===== src/rtl/sdram_port_arbiter_pkg.sv =====
// Shared types for the two-master SDRAM port arbiter.
package sdram_arb_pkg;
  typedef enum logic [1:0] {IDLE, BUSY_M0, BUSY_M1} arb_state_t;
  typedef logic owner_t;
  localparam owner_t M0 = 1'b0;
  localparam owner_t M1 = 1'b1;
endpackage


===== src/rtl/sdram_port_arbiter_if.sv =====
// Single-word Avalon-MM port: the master modport issues commands, the slave modport answers.
interface sdram_port_arbiter_if #(
  parameter int ADDR_W = 23,
  parameter int DATA_W = 32,
  parameter int BE_W   = 4
);
  logic [ADDR_W-1:0] address;
  logic              read;
  logic              write;
  logic [DATA_W-1:0] writedata;
  logic [BE_W-1:0]   byteenable;
  logic              waitrequest;
  logic [DATA_W-1:0] readdata;
  logic              readdatavalid;

  modport master (output address, read, write, writedata, byteenable,
                  input  waitrequest, readdata, readdatavalid);
  modport slave  (input  address, read, write, writedata, byteenable,
                  output waitrequest, readdata, readdatavalid);
endinterface


===== src/rtl/sdram_port_arbiter_owner_fifo.sv =====
// In-order record of which master issued each outstanding read.
module arb_owner_fifo
  import sdram_arb_pkg::*;
#(
  parameter int DEPTH = 8,
  localparam int AW = $clog2(DEPTH)
) (
  input  logic    clk,
  input  logic    rst,
  input  logic    push,
  input  owner_t  push_data,
  input  logic    pop,
  output owner_t  head,
  output logic    empty,
  output logic    full,
  output logic [AW:0] count
);
  owner_t mem [DEPTH];
  logic [AW-1:0] wr_ptr, rd_ptr;
  logic do_push, do_pop;

  // A pop in the same cycle frees the slot, so a full FIFO still takes a push.
  assign do_pop  = pop && !empty;
  assign do_push = push && (!full || do_pop);
  assign empty   = (count == '0);
  assign full    = (count == (AW+1)'(DEPTH));
  assign head    = mem[rd_ptr];

  always_ff @(posedge clk) begin
    if (do_push) mem[wr_ptr] <= push_data;
  end

  always_ff @(posedge clk) begin
    if (rst) begin
      wr_ptr <= '0;
      rd_ptr <= '0;
      count  <= '0;
    end else begin
      if (do_push) wr_ptr <= wr_ptr + 1'b1;
      if (do_pop)  rd_ptr <= rd_ptr + 1'b1;
      count <= count + (AW+1)'(do_push) - (AW+1)'(do_pop);
    end
  end
endmodule


===== src/rtl/sdram_port_arbiter.sv =====
// Round-robin arbiter sharing one SDRAM controller port between two masters,
// with in-order routing of pipelined read data.
module sdram_port_arbiter
  import sdram_arb_pkg::*;
#(
  parameter int ADDR_W      = 23,
  parameter int DATA_W      = 32,
  parameter int BE_W        = 4,
  parameter int MAX_PENDING = 8
) (
  input  logic clk_clk,
  input  logic reset_reset,
  sdram_port_arbiter_if.slave  m0,
  sdram_port_arbiter_if.slave  m1,
  sdram_port_arbiter_if.master s,
  output logic err_unexpected_rdv
);
  localparam int PEND_W = $clog2(MAX_PENDING) + 1;

  arb_state_t state, state_d;
  owner_t     last, grant, cur, head;
  logic       grant_vld, accept, cand0, cand1;
  logic       fifo_empty, fifo_full;
  logic [PEND_W-1:0] pending;

  logic [ADDR_W-1:0] s_address_q;
  logic [DATA_W-1:0] s_writedata_q;
  logic [BE_W-1:0]   s_byteenable_q;
  logic              s_read_q, s_write_q;

  assign cur    = (state == BUSY_M1) ? M1 : M0;
  assign accept = (state != IDLE) && !s.waitrequest;
  // Registered occupancy: a beat returning this cycle frees a slot only next cycle.
  assign cand0  = m0.write || (m0.read && !fifo_full);
  assign cand1  = m1.write || (m1.read && !fifo_full);

  always_comb begin
    state_d   = state;
    grant_vld = 1'b0;
    grant     = M0;
    case (state)
      IDLE: begin
        if (cand0 && cand1) begin
          grant_vld = 1'b1;
          grant     = (last == M1) ? M0 : M1;
        end else if (cand0 || cand1) begin
          grant_vld = 1'b1;
          grant     = cand0 ? M0 : M1;
        end
        if (grant_vld) state_d = (grant == M1) ? BUSY_M1 : BUSY_M0;
      end
      BUSY_M0, BUSY_M1: if (!s.waitrequest) state_d = IDLE;
      default: state_d = IDLE;
    endcase
  end

  always_ff @(posedge clk_clk) begin
    if (reset_reset) begin
      state              <= IDLE;
      last               <= M1;
      s_address_q        <= '0;
      s_writedata_q      <= '0;
      s_byteenable_q     <= '0;
      s_read_q           <= 1'b0;
      s_write_q          <= 1'b0;
      err_unexpected_rdv <= 1'b0;
    end else begin
      state <= state_d;
      if (grant_vld) begin
        s_address_q    <= (grant == M1) ? m1.address    : m0.address;
        s_writedata_q  <= (grant == M1) ? m1.writedata  : m0.writedata;
        s_byteenable_q <= (grant == M1) ? m1.byteenable : m0.byteenable;
        s_read_q       <= (grant == M1) ? m1.read       : m0.read;
        s_write_q      <= (grant == M1) ? m1.write      : m0.write;
      end else if (accept) begin
        s_read_q  <= 1'b0;
        s_write_q <= 1'b0;
        last      <= cur;
      end
      if (s.readdatavalid && fifo_empty) err_unexpected_rdv <= 1'b1;
    end
  end

  arb_owner_fifo #(.DEPTH(MAX_PENDING)) u_owner_fifo (
    .clk       (clk_clk),
    .rst       (reset_reset),
    .push      (accept && s_read_q),
    .push_data (cur),
    .pop       (s.readdatavalid),
    .head      (head),
    .empty     (fifo_empty),
    .full      (fifo_full),
    .count     (pending)
  );

  assign s.address    = s_address_q;
  assign s.writedata  = s_writedata_q;
  assign s.byteenable = s_byteenable_q;
  assign s.read       = s_read_q;
  assign s.write      = s_write_q;

  // Master and controller complete the handshake in the same cycle.
  assign m0.waitrequest   = !((state == BUSY_M0) && !s.waitrequest);
  assign m1.waitrequest   = !((state == BUSY_M1) && !s.waitrequest);
  assign m0.readdata      = s.readdata;
  assign m1.readdata      = s.readdata;
  assign m0.readdatavalid = s.readdatavalid && (pending != '0) && (head == M0);
  assign m1.readdatavalid = s.readdatavalid && (pending != '0) && (head == M1);
endmodule


===== src/flat_wrapper.sv =====
// flat-port wrapper written by rule: the top's interface ports become plain ports
module sdram_port_arbiter_flat import sdram_arb_pkg::*;
#(
  parameter int ADDR_W      = 23,
  parameter int DATA_W      = 32,
  parameter int BE_W        = 4,
  parameter int MAX_PENDING = 8
)
  (clk_clk, reset_reset, err_unexpected_rdv, m0_address, m0_read, m0_write, m0_writedata, m0_byteenable, m0_waitrequest, m0_readdata, m0_readdatavalid, m1_address, m1_read, m1_write, m1_writedata, m1_byteenable, m1_waitrequest, m1_readdata, m1_readdatavalid, s_address, s_read, s_write, s_writedata, s_byteenable, s_waitrequest, s_readdata, s_readdatavalid);
  sdram_port_arbiter_if #(.ADDR_W(ADDR_W), .DATA_W(DATA_W), .BE_W(BE_W)) m0_i ();
  sdram_port_arbiter_if #(.ADDR_W(ADDR_W), .DATA_W(DATA_W), .BE_W(BE_W)) m1_i ();
  sdram_port_arbiter_if #(.ADDR_W(ADDR_W), .DATA_W(DATA_W), .BE_W(BE_W)) s_i ();
  input  logic clk_clk;
  input  logic reset_reset;
  output logic err_unexpected_rdv;
  input wire logic [$bits(m0_i.address)-1:0] m0_address;
  input wire logic [$bits(m0_i.read)-1:0] m0_read;
  input wire logic [$bits(m0_i.write)-1:0] m0_write;
  input wire logic [$bits(m0_i.writedata)-1:0] m0_writedata;
  input wire logic [$bits(m0_i.byteenable)-1:0] m0_byteenable;
  output wire logic [$bits(m0_i.waitrequest)-1:0] m0_waitrequest;
  output wire logic [$bits(m0_i.readdata)-1:0] m0_readdata;
  output wire logic [$bits(m0_i.readdatavalid)-1:0] m0_readdatavalid;
  input wire logic [$bits(m1_i.address)-1:0] m1_address;
  input wire logic [$bits(m1_i.read)-1:0] m1_read;
  input wire logic [$bits(m1_i.write)-1:0] m1_write;
  input wire logic [$bits(m1_i.writedata)-1:0] m1_writedata;
  input wire logic [$bits(m1_i.byteenable)-1:0] m1_byteenable;
  output wire logic [$bits(m1_i.waitrequest)-1:0] m1_waitrequest;
  output wire logic [$bits(m1_i.readdata)-1:0] m1_readdata;
  output wire logic [$bits(m1_i.readdatavalid)-1:0] m1_readdatavalid;
  output wire logic [$bits(s_i.address)-1:0] s_address;
  output wire logic [$bits(s_i.read)-1:0] s_read;
  output wire logic [$bits(s_i.write)-1:0] s_write;
  output wire logic [$bits(s_i.writedata)-1:0] s_writedata;
  output wire logic [$bits(s_i.byteenable)-1:0] s_byteenable;
  input wire logic [$bits(s_i.waitrequest)-1:0] s_waitrequest;
  input wire logic [$bits(s_i.readdata)-1:0] s_readdata;
  input wire logic [$bits(s_i.readdatavalid)-1:0] s_readdatavalid;
  assign m0_i.address = m0_address;
  assign m0_i.read = m0_read;
  assign m0_i.write = m0_write;
  assign m0_i.writedata = m0_writedata;
  assign m0_i.byteenable = m0_byteenable;
  assign m0_waitrequest = m0_i.waitrequest;
  assign m0_readdata = m0_i.readdata;
  assign m0_readdatavalid = m0_i.readdatavalid;
  assign m1_i.address = m1_address;
  assign m1_i.read = m1_read;
  assign m1_i.write = m1_write;
  assign m1_i.writedata = m1_writedata;
  assign m1_i.byteenable = m1_byteenable;
  assign m1_waitrequest = m1_i.waitrequest;
  assign m1_readdata = m1_i.readdata;
  assign m1_readdatavalid = m1_i.readdatavalid;
  assign s_address = s_i.address;
  assign s_read = s_i.read;
  assign s_write = s_i.write;
  assign s_writedata = s_i.writedata;
  assign s_byteenable = s_i.byteenable;
  assign s_i.waitrequest = s_waitrequest;
  assign s_i.readdata = s_readdata;
  assign s_i.readdatavalid = s_readdatavalid;
  sdram_port_arbiter #(.ADDR_W(ADDR_W), .DATA_W(DATA_W), .BE_W(BE_W), .MAX_PENDING(MAX_PENDING)) u_core (.clk_clk(clk_clk), .reset_reset(reset_reset), .m0(m0_i), .m1(m1_i), .s(s_i), .err_unexpected_rdv(err_unexpected_rdv));
endmodule

===== config.mk =====
export PLATFORM = sky130hd
export DESIGN_NAME = sdram_port_arbiter_flat
export DESIGN_NICKNAME = d
export VERILOG_FILES = /design/src/rtl/sdram_port_arbiter_pkg.sv /design/src/rtl/sdram_port_arbiter_if.sv /design/src/rtl/sdram_port_arbiter_owner_fifo.sv /design/src/rtl/sdram_port_arbiter.sv /design/src/flat_wrapper.sv
export SDC_FILE = /design/constraint.sdc
export NUM_CORES = 1
export LEC_CHECK = 0
export CAP_MARGIN = 20
export CORE_ASPECT_RATIO = 0.8
export CORE_UTILIZATION = 37
export CTS_CLUSTER_SIZE = 16
export DETAILED_ROUTE_END_ITERATION = 8
export PLACE_DENSITY = 0.87
export SLEW_MARGIN = 20
export SYNTH_ARGS = -nofsm -noshare
export SYNTH_HDL_FRONTEND = slang
export SYNTH_SLANG_ARGS = --single-unit

===== constraint.sdc =====
create_clock -name clk_clk -period 3.54 [get_ports clk_clk]
set_clock_uncertainty 0.15 [all_clocks]
set_input_delay 1.062 -clock clk_clk [delete_from_list [all_inputs] [get_ports clk_clk]]
set_output_delay 1.062 -clock clk_clk [all_outputs]
set_load 0.01 [all_outputs]

==> results of run 1 <==
-- metal layers --
metal	share of wire	global-route usage	vias up
met5	0	0	-
met4	0.017	0.06319	0
met3	0.073	0.05390	25
met2	0.50	0.3345	178
met1	0.41	0.2205	1777
li1	-	-	1821
-- sequential cells by signal, summed over array words and instances (netlist names), named ones only --
name	count
u_core.s.byteenable	4
u_core.u_owner_fifo.wr_ptr	3
u_core.u_owner_fifo.count	4
u_core.s.writedata	32
u_core.s.address	23
u_core.s.write	1
u_core.state	2
u_core.u_owner_fifo.rd_ptr	3
u_core.err_unexpected_rdv	1
u_core.u_owner_fifo.mem	8
u_core.s.read	1
u_core.last	1
-- power by group --
part,internal (mW),total [mW],switching (mW)
Sequential,1.33,1.53,0.201
Combinational,1.19,2.28,1.09
Clock,0.628,1.03,0.403
-- cell type report --
cell class | instances | area share
repair buffers | 202 | 0.3234
inverters | 70 | 0.04159
multi-input cells | 220 | 0.2684
well taps | 148 | 0.02931
flip-flops and latches | 86 | 0.2852
clock inverters | 7 | 0.01644
clock buffers | 9 | 0.03565
-- worst max-delay path: cells and delay by family --
kind	cells	cell delay, ns
and+or+nand+nor	2	0.21
buffers and inverters	3	0.82
-- synth_stat cells (3+ instances only) --
cell type / n
ha_1: 11
inv_1: 70
o221a_1: 59
nand2b_1: 3
buf_6: 7
nand3b_1: 5
o21ai_0: 6
nand2_1: 9
clkbuf_1: 18
buf_4: 64
dfxtp_1: 78
a21oi_1: 68
nor2_1: 15
nor3_1: 4
buf_2: 5
edfxtp_1: 8
-- per-stage QoR --
stage	instance area [µm²]	hold WS (ns)	setup TNS (ns)	power, mW	util
6_report	6317	0.3279	0	4.839	0.5464
5_1_grt	6317	0.3707	0	5.146	0.5464
4_1_cts	6312	0.3337	0	4.887	0.5460
3_5_place_dp	5984	0.3167	-0.06266	3.844	0.5176
3_3_place_gp	5984	0.3094	0	3.752	0.5176
2_1_floorplan	4414	0.3041	0	2.824	-
-- logic make-up after synthesis --
| kind of cell | share of synthesized area |
|---|---|
| AOI/OAI and AO/OA | 0.2540 |
| buffers and inverters | 0.2080 |
| muxes | 0.01247 |
| adders and majority gates | 0.03571 |
| and+or+nand+nor | 0.07370 |
| xor gates and xnor gates | 0.007938 |
| DFF | 0.4082 |
-- worst max-delay path by stage --
stage / cells after the start / startpoint / end / slack (ns)
after floorplan: 11 / s_waitrequest / u_core.u_owner_fifo.count[2]$_SDFF_PP0_ / 0.45
after global placement: 5 / s_readdatavalid / m0_readdatavalid / 0.01
after detailed placement: 5 / s_readdatavalid / m0_readdatavalid / -0.04
after CTS: 4 / s_readdatavalid / m1_readdatavalid / 0.03
after global routing: 5 / s_readdatavalid / m0_readdatavalid / 0.20
final: 5 / s_readdatavalid / m0_readdatavalid / 0.24
==> results.py, run 1 <==
metrics = {
    "floorplanning": {
        "pin_count": 288,
        "row_count": 35,
        "die_h_um": 99.70,
        "die_area_mm2": 0.01237,
        "start_util": 0.3818,
        "coreArea_mm2": 0.01156,
        "die_w_um": 124.1,
    },
    "critical_path": {
        "r2r_start": "u_core.u_owner_fifo.count[2]$_SDFF_PP0_",
        "crit_slowest_cell": "clkdlybuf4s50_1",
        "r2r_end": "u_core.u_owner_fifo.count[2]$_SDFF_PP0_",
        "slowest_delay_ns": 0.49,
        "start_kind": "primary input",
        "worstPathArrival_ns": 2.09,
        "reg2reg_depth": 12,
        "cp_cell_sequence": "clkdlybuf4s50_1, nand2_1, inv_1, and2_1, dlygate4sd2_1",
        "worst-setup-path-type": "in2out",
        "critPathRequiredTime_ns": 2.33,
        "path_max_fanout": 3,
        "r2r_slack_ns": 0.67,
        "critPathCaptureType": "output pin",
    },
    "place": {
        "pre_cts_slack_ns": -0.03705,
        "dp_cells": 726,
        "dp_hpwl_um": 8912,
        "gp_congestion": 0.7961,
        "portBuffers": 191,
    },
    "run_status": {
        "status": "complete, no violations",
    },
    "sta": {
        "setup_ws_ns": 0.2409,
        "slew_violations": 0,
        "relSlewSlack": 0.5402,
        "rsz0062_at_grt": "no",
        "fmax_ghz": 0.3031,
        "worstMarginPinSlew_ns": 0.6898,
        "setup_violations": 0,
        "finalHoldViolations": 0,
        "post-route-period-util": 0.9319,
        "fin_crit_ns": 3.299,
    },
    "grt": {
        "antenna_found_initial": 0,
        "grtUsageTotal": 0.1906,
        "grt_pass1_vias": 3672,
        "grt_pass1_wl_um": 18200,
        "grt_overflow": 0,
        "grt_max_degree": 47,
    },
    "cts": {
        "htreeDepth": 3,
        "cts_buffers": 9,
        "root_buffer": "clkbuf_16",
        "tritoncts": "yes",
        "clkLatencyLatePin_ns": 0.33,
        "clkSinkCount": 86,
        "ctsResizeCount": 1,
        "clockBufferDepth": 2,
        "hold_buffers": 0,
        "clk_pin_slew_worst_paths_ns": 0.07,
        "postCtsSetupBuffers": 0,
    },
    "hold_path": {
        "hold_path.class": "reg2reg",
        "min_from": "u_core.err_unexpected_rdv$_SDFFE_PP0P_",
        "hold-path-cell-count": 2,
        "min_delay_worst_endpoint": "u_core.err_unexpected_rdv$_SDFFE_PP0P_",
    },
    "yosys": {
        "synth_top_area_share": 0.3537,
        "synth_edf_count": 8,
        "ys_seq_area_frac": 0.4082,
        "ys_seq_elements": 86,
        "avgSynthCellArea_um2": 9.372,
        "synth_nets": 641,
        "synth.largest_area_cell": "dfxtp_1",
        "synthArstFlopShare": 0,
        "syn_inst": 471,
        "synth_cell_types": 43,
        "ys_top_cells_by_area": "dfxtp_1, o221a_1, buf_4",
        "syn-cell-area_mm2": 0.004414,
        "synth_flop_cell": "dfxtp_1",
        "yosys_warnings": 0,
    },
    "finish": {
        "antenna_cells": 0,
        "final_cell_mix": "clkdlybuf4s50_1, dfxtp_1, inv_1",
        "instances_no_fill": 742,
        "ff_latch_area_mm2": 0.001802,
        "layout-drive-gt1-share": 0.06061,
        "nets": 759,
        "syn2layout_area_growth_pct": 43.11,
        "final_common_cell": "clkdlybuf4s50_1",
        "n_fill_cell": 1012,
        "multiInputGateArea_mm2": 0.001695,
    },
    "drt": {
        "post_drt_wl_per_cell_um": 16.35,
        "wirelength_um": 12130,
        "first_pass_iters": 4,
        "drc": 0,
        "via_per_inst": 5.123,
        "ant_nets": 0,
        "drt_iter0_markers": 187,
        "dr_total_vias": 3801,
    },
    "power_and_ir_drop": {
        "power.density_mw_per_mm2": 766.1,
        "ir_worst_vdd_mv": 0.2918,
        "power.leakage_nw": 2.402,
    },
    "run": {
        "drv_cap": 0,
    },
}
No activity file was read; power rests on OpenSTA's default activity.
==> run 2: changes to the inputs <==
SLEW_MARGIN = unset   (was 20)
==> results of run 2 <==
No change in the layout: final DEF, timing and power equal those of run 1.
